--- config.mk ---
export PLATFORM = sky130hd
export DESIGN_NAME = three_input_or_gate_a
export DESIGN_NICKNAME = d
export VERILOG_FILES = /design/src/rtl/or_gate_pkg.sv /design/src/rtl/sync_ff_chain.sv /design/src/rtl/three_input_or_gate_a.sv
export SDC_FILE = /design/constraint.sdc
export NUM_CORES = 1
export LEC_CHECK = 0
export ABC_AREA = 1
export BUFFER_PORTS_ARGS = -buffer_cell sky130_fd_sc_hd__buf_2
export CAP_MARGIN = 20
export CORE_AREA = 4 4 54 56
export DETAILED_ROUTE_END_ITERATION = 8
export DIE_AREA = 0 0 58 60
export GPL_ROUTABILITY_DRIVEN = 0
export PLACE_DENSITY = 0.75
export SKIP_CTS_REPAIR_TIMING = 1
export SYNTH_ARGS = -nofsm -noshare
export SYNTH_HDL_FRONTEND = slang
export SYNTH_SLANG_ARGS = --single-unit
--- constraint.sdc ---
create_clock -name clk -period 1.9 [get_ports clk]
set_input_delay 0.19 -clock clk [delete_from_list [all_inputs] [get_ports clk]]
set_output_delay 0.19 -clock clk [all_outputs]
set_load 0.01 [all_outputs]
--- src/rtl/or_gate_pkg.sv ---
// ---------------------------------------------------------------------------
// or_gate_pkg
//   Shared definitions for the three-input OR gate and its synchronizer
//   chains: default parameter values, the all-ones counter limit at the
//   default width, and the packed struct that carries the edge-pulse flags.
// ---------------------------------------------------------------------------
package or_gate_pkg;

    // Default number of flip-flops in each input synchronizer (legal 1..4).
    localparam int SYNC_STAGES_DEFAULT = 2;

    // Default width of the saturating high-cycle counter.
    localparam int CNT_W_DEFAULT = 16;

    // Saturation value of the counter at the default width.
    localparam logic [CNT_W_DEFAULT-1:0] CNT_MAX = {CNT_W_DEFAULT{1'b1}};

    // Registered edge pulses derived from d_q.
    typedef struct packed {
        logic rise;
        logic fall;
    } edge_flags_t;

endpackage : or_gate_pkg

--- src/rtl/sync_ff_chain.sv ---
// ---------------------------------------------------------------------------
// sync_ff_chain
//   Multi-stage flip-flop synchronizer for one asynchronous single-bit input.
//   dout follows din after STAGES rising edges of clk.
//
// Ports:
//   clk   in   system clock, rising-edge active
//   rst   in   synchronous active-high reset; clears every stage to 0
//   din   in   asynchronous input bit
//   dout  out  synchronized copy of din (last stage of the chain)
// ---------------------------------------------------------------------------
module sync_ff_chain
    import or_gate_pkg::*;
#(
    parameter int STAGES = SYNC_STAGES_DEFAULT
) (
    input  logic clk,
    input  logic rst,
    input  logic din,
    output logic dout
);

    logic [STAGES-1:0] chain;

    // Written as a per-bit loop so that STAGES == 1 needs no special case.
    always_ff @(posedge clk) begin
        if (rst) begin
            chain <= '0;
        end else begin
            chain[0] <= din;
            for (int i = 1; i < STAGES; i++) begin
                chain[i] <= chain[i-1];
            end
        end
    end

    assign dout = chain[STAGES-1];

endmodule : sync_ff_chain

--- src/rtl/three_input_or_gate_a.sv ---
// ---------------------------------------------------------------------------
// three_input_or_gate_a
//   Three-input OR gate. The primary output d is purely combinational and
//   works with no clock and during reset. A companion clocked path
//   synchronizes the inputs into the clk domain, registers their OR (d_q),
//   flags its rising and falling edges and counts the cycles it is high.
//
// Ports:
//   clk       in   system clock, rising-edge active
//   rst       in   synchronous active-high reset for the clocked path
//   a, b, c   in   OR operands, asynchronous to clk
//   d         out  a | b | c, zero latency
//   d_q       out  registered OR of the synchronized inputs
//                  (SYNC_STAGES+1 edges after an input change)
//   d_rise    out  one-cycle pulse, the cycle after d_q goes 0->1
//   d_fall    out  one-cycle pulse, the cycle after d_q goes 1->0
//   high_cnt  out  cycles d_q has been 1 since reset, saturating at all-ones
// ---------------------------------------------------------------------------
module three_input_or_gate_a
    import or_gate_pkg::*;
#(
    parameter int SYNC_STAGES = SYNC_STAGES_DEFAULT,
    parameter int CNT_W       = CNT_W_DEFAULT
) (
    input  logic             clk,
    input  logic             rst,
    input  logic             a,
    input  logic             b,
    input  logic             c,
    output logic             d,
    output logic             d_q,
    output logic             d_rise,
    output logic             d_fall,
    output logic [CNT_W-1:0] high_cnt
);

    localparam logic [CNT_W-1:0] CNT_LIMIT = {CNT_W{1'b1}};

    // ------------------------------------------------------------------
    // Combinational path: no dependency on clk or rst.
    // ------------------------------------------------------------------
    assign d = a | b | c;

    // ------------------------------------------------------------------
    // Input synchronizers. Each input gets its own chain; skew between
    // the chains is harmless because only their OR is consumed.
    // ------------------------------------------------------------------
    logic a_s;
    logic b_s;
    logic c_s;

    sync_ff_chain #(.STAGES(SYNC_STAGES)) u_sync_a (
        .clk  (clk),
        .rst  (rst),
        .din  (a),
        .dout (a_s)
    );

    sync_ff_chain #(.STAGES(SYNC_STAGES)) u_sync_b (
        .clk  (clk),
        .rst  (rst),
        .din  (b),
        .dout (b_s)
    );

    sync_ff_chain #(.STAGES(SYNC_STAGES)) u_sync_c (
        .clk  (clk),
        .rst  (rst),
        .din  (c),
        .dout (c_s)
    );

    // ------------------------------------------------------------------
    // Registered OR, edge detection and saturating counter.
    // d_q_prev lags d_q by one edge, so the edge flags and the counter
    // all describe the d_q value of the previous cycle.
    // ------------------------------------------------------------------
    logic        d_q_prev;
    edge_flags_t edges;

    always_ff @(posedge clk) begin
        if (rst) begin
            d_q      <= 1'b0;
            d_q_prev <= 1'b0;
            edges    <= '0;
            high_cnt <= '0;
        end else begin
            d_q        <= a_s | b_s | c_s;
            d_q_prev   <= d_q;
            edges.rise <= d_q & ~d_q_prev;
            edges.fall <= ~d_q & d_q_prev;
            if (d_q && (high_cnt != CNT_LIMIT)) begin
                high_cnt <= high_cnt + CNT_W'(1);
            end
        end
    end

    assign d_rise = edges.rise;
    assign d_fall = edges.fall;

endmodule : three_input_or_gate_a

==> results.md <==
- Sw power: 0.204 mW
- Met1 GRT Util: 0.173
- CORE AREA: approximately 2400 um^2
- Worst reg2reg path depth: 6
- Layout cell share with drive strength beyond 1: 0.179
- Clock skew: 0.0105 ns
- Placement Setup Slack: 0.368 ns
- Yosys reg bits: 26
- Syn Area/Cell: roughly 7.0 um^2
- Die W: 58 um
- WHS: 0.0747 ns
- Classification of the worst setup path: flop to flop
- DRC: 0
- Critical Path Fanout Max: 25
- Reg-to-Reg Start: high_cnt[0]
- Nets@finish: between 200 and 250
- Crit share post-route: 0.835
- Global Route Usage Sum: 0.165
- Drt pass-1 iters: 4
- Max-slew violation count: 0
- Root Buffer: clkbuf_4
- Inst Count DP: ~230
- Routed Wire Length: 2580 um
- Total CTS buffers: 3
- Yosys warns: 0
- Setup slack, reg-to-reg: 0.31 ns
- Crit path launch type: flop
- Minimum clock period: around 1.6 ns
- CP endpoint: high_cnt[14]
- IO Port Bufs: 24
- GRT met2 Usage: 0.303
- Crit path capture type: flop
- Pwr per Cell Area: 707 nW/um^2
- Tightest Pin Transition: 0.479 ns
- Skew-Pair Late Insertion Delay: 0.33 ns
- Most frequent cells in the layout: nor2_1 (43), nand2_1 (33), dfxtp_1 (26), buf_2 (24), nand3_1 (21)
- Detailed Place HPWL: 1940 um
- Combinational power share: 0.050
- Die area: ~3500 um^2
- Status: finished clean
- Worst vdd ir: 0.908 mV
- Final core occ: 0.579
- Largest net degree at the start of global routing: 26
- Routed Antenna Nets: 0
- Sequential Power Share: 0.569
- Worst EP required: between 2 and 2.5 ns
- Cell Int Power: between 0.7 and 0.8 mW
- H-tree Lvls: 1
- Inserted Diodes: 0
- Routed wire per std cell: roughly 11 um
- Critical path's top delay family: simple AND/OR/NAND/NOR gates
- HP Class: input port to flop
- RSZ-0062 raised after global routing: false
- Max stage delay on crit path: 0.41 ns
- Met3 Use GR: 0.0540
- Slowest CP cell: dfxtp_1
- Clk network pwr share: 0.381
- Crit path from: high_cnt[0]
- CTS clk-pin slew, worst paths: ~0.14 ns
- Layer with the highest usage: met2
- Non-Filler Instances: 231
- Io pins: 25
- Switching Share: 0.205
- Placed cell areas: 1360 um^2
- Commonest non-fill, non-tap cell in the layout: nor2_1
- CTS sink cnt: 26
- Total Power: between 0.9 and 1 mW
- Syn Std Cell Area: 1230 um^2
- Mapped Cells: 177
- Max transition margin: 0.680
- Cell variety after synth: 20
- Area grow syn2layout: 14.3%
- Vias in the first global route: 1050
- # setup viols final: 0
- Final instance area: 1410 um^2
- # rows: 18
- CTS tree: built
- Pleak: 0.627 nW
- Cell count along the critical path: 6
- Critical R2R Capture: high_cnt[14]
- GRT overflow: 0
- Crit-path cells: ha_1, inv_1, nor2_4, nand4_4, a21oi_1, nor2_1
- Routed vias/inst: approximately 5.0
- Total negative slack: 0 ns
- Final Hold Viols: 0
- Max Freq: between 600 and 700 MHz
- Setup ws final: between 0.3 and 0.4 ns
- Arrival @ worst endpoint: roughly 1.8 ns
- Synthesized Nets: 183
- Starting Density: 0.507
- Max Cap Viol: 0
- Sequential area share after synthesis: 0.422
- First DRT Iteration DRCs: 42
- First-pass GRT wire length: about 4400 um
- Bufs and invs on worst path: 1
- Via count: 1151
- Deepest clock path buffer count: 2
- Initial antenna violation count: 0
- Fillers: ~240
- Chip Height: 60 um
==> power groups by stage <==
stage          combinational [mW]  clock (mW)  sequential, mW
2_1_floorplan              0.0325           0           0.580
3_3_place_gp               0.0489           0           0.578
3_5_place_dp               0.0517           0           0.578
4_1_cts                    0.0516       0.389           0.566
5_1_grt                    0.0591       0.414           0.568
6_report                   0.0502       0.379           0.566
==> per-layer routing <==
layer  vias to the layer above  part of all wire
met5                         -                 0
met4                         0             0.012
met3                         4             0.053
met2                        26              0.51
met1                       510              0.43
li1                        611                 -
==> Yosys cell counts <==
cell type	number	area share
nor3b_1	1	0.0061
nand2_2	1	0.0051
nand3b_1	3	0.018
a21oi_1	12	0.049
nand4_1	1	0.0051
clkbuf_1	1	0.0030
nor2_4	4	0.037
o21ai_0	1	0.0041
dfxtp_1	26	0.42
nand4_4	1	0.017
nand3_1	21	0.085
nand2_1	33	0.10
buf_6	2	0.018
inv_2	1	0.0030
nor2_1	43	0.13
ha_1	1	0.010
inv_1	19	0.058
nor2_2	1	0.0051
buf_4	1	0.0061
nor3_1	4	0.016
==> flip-flops by register name, indices dropped and copies added (netlist names) <==
name / cells
d_q: 1
d_fall: 1
d_q_prev: 1
d_rise: 1
u_sync_b.chain: 2
high_cnt: 16
u_sync_a.chain: 2
u_sync_c.chain: 2
==> cell families (layout without fill, tap and decap cells) <==
logic type / Yosys count / after routing / synth area share
AND/OR/NAND/NOR: 113 / 113 / 0.426
flip-flops: 26 / 26 / 0.422
buffers and inverters: 24 / 48 / 0.0883
AO/OA/AOI/OAI: 13 / 13 / 0.0528
adder cells (fa/ha/maj): 1 / 1 / 0.0102
==> how the worst min path moves through the flow <==
stage | start | end | slack, ns | cells after the start
2_1_floorplan | c | u_sync_c.chain[0] | 0.32 | 2
3_3_place_gp | u_sync_c.chain[0] | u_sync_c.chain[1] | 0.39 | 2
3_5_place_dp | u_sync_b.chain[0] | u_sync_b.chain[1] | 0.40 | 2
4_1_cts | c | u_sync_c.chain[0] | 0.06 | 3
5_1_grt | b | u_sync_b.chain[0] | 0.06 | 3
6_report | c | u_sync_c.chain[0] | 0.07 | 3
==> tightest hold or removal path, cell delays in order <==
cell	delay [ns]
buf_2	0.07
inv_1	0.04
nor2_1	0.07
==> cell type report <==
cell class              instances  area (um^2)  area share
inverters                      20         75.1      0.0533
repair buffers                 24          120      0.0853
clock inverters                 1         30.0      0.0213
clock buffers                   3         22.5      0.0160
well taps                      30         37.5      0.0266
flip-flops and latches         26          520       0.369
multi-input cells             127          603       0.428
No activity file was read; power rests on OpenSTA's default activity.
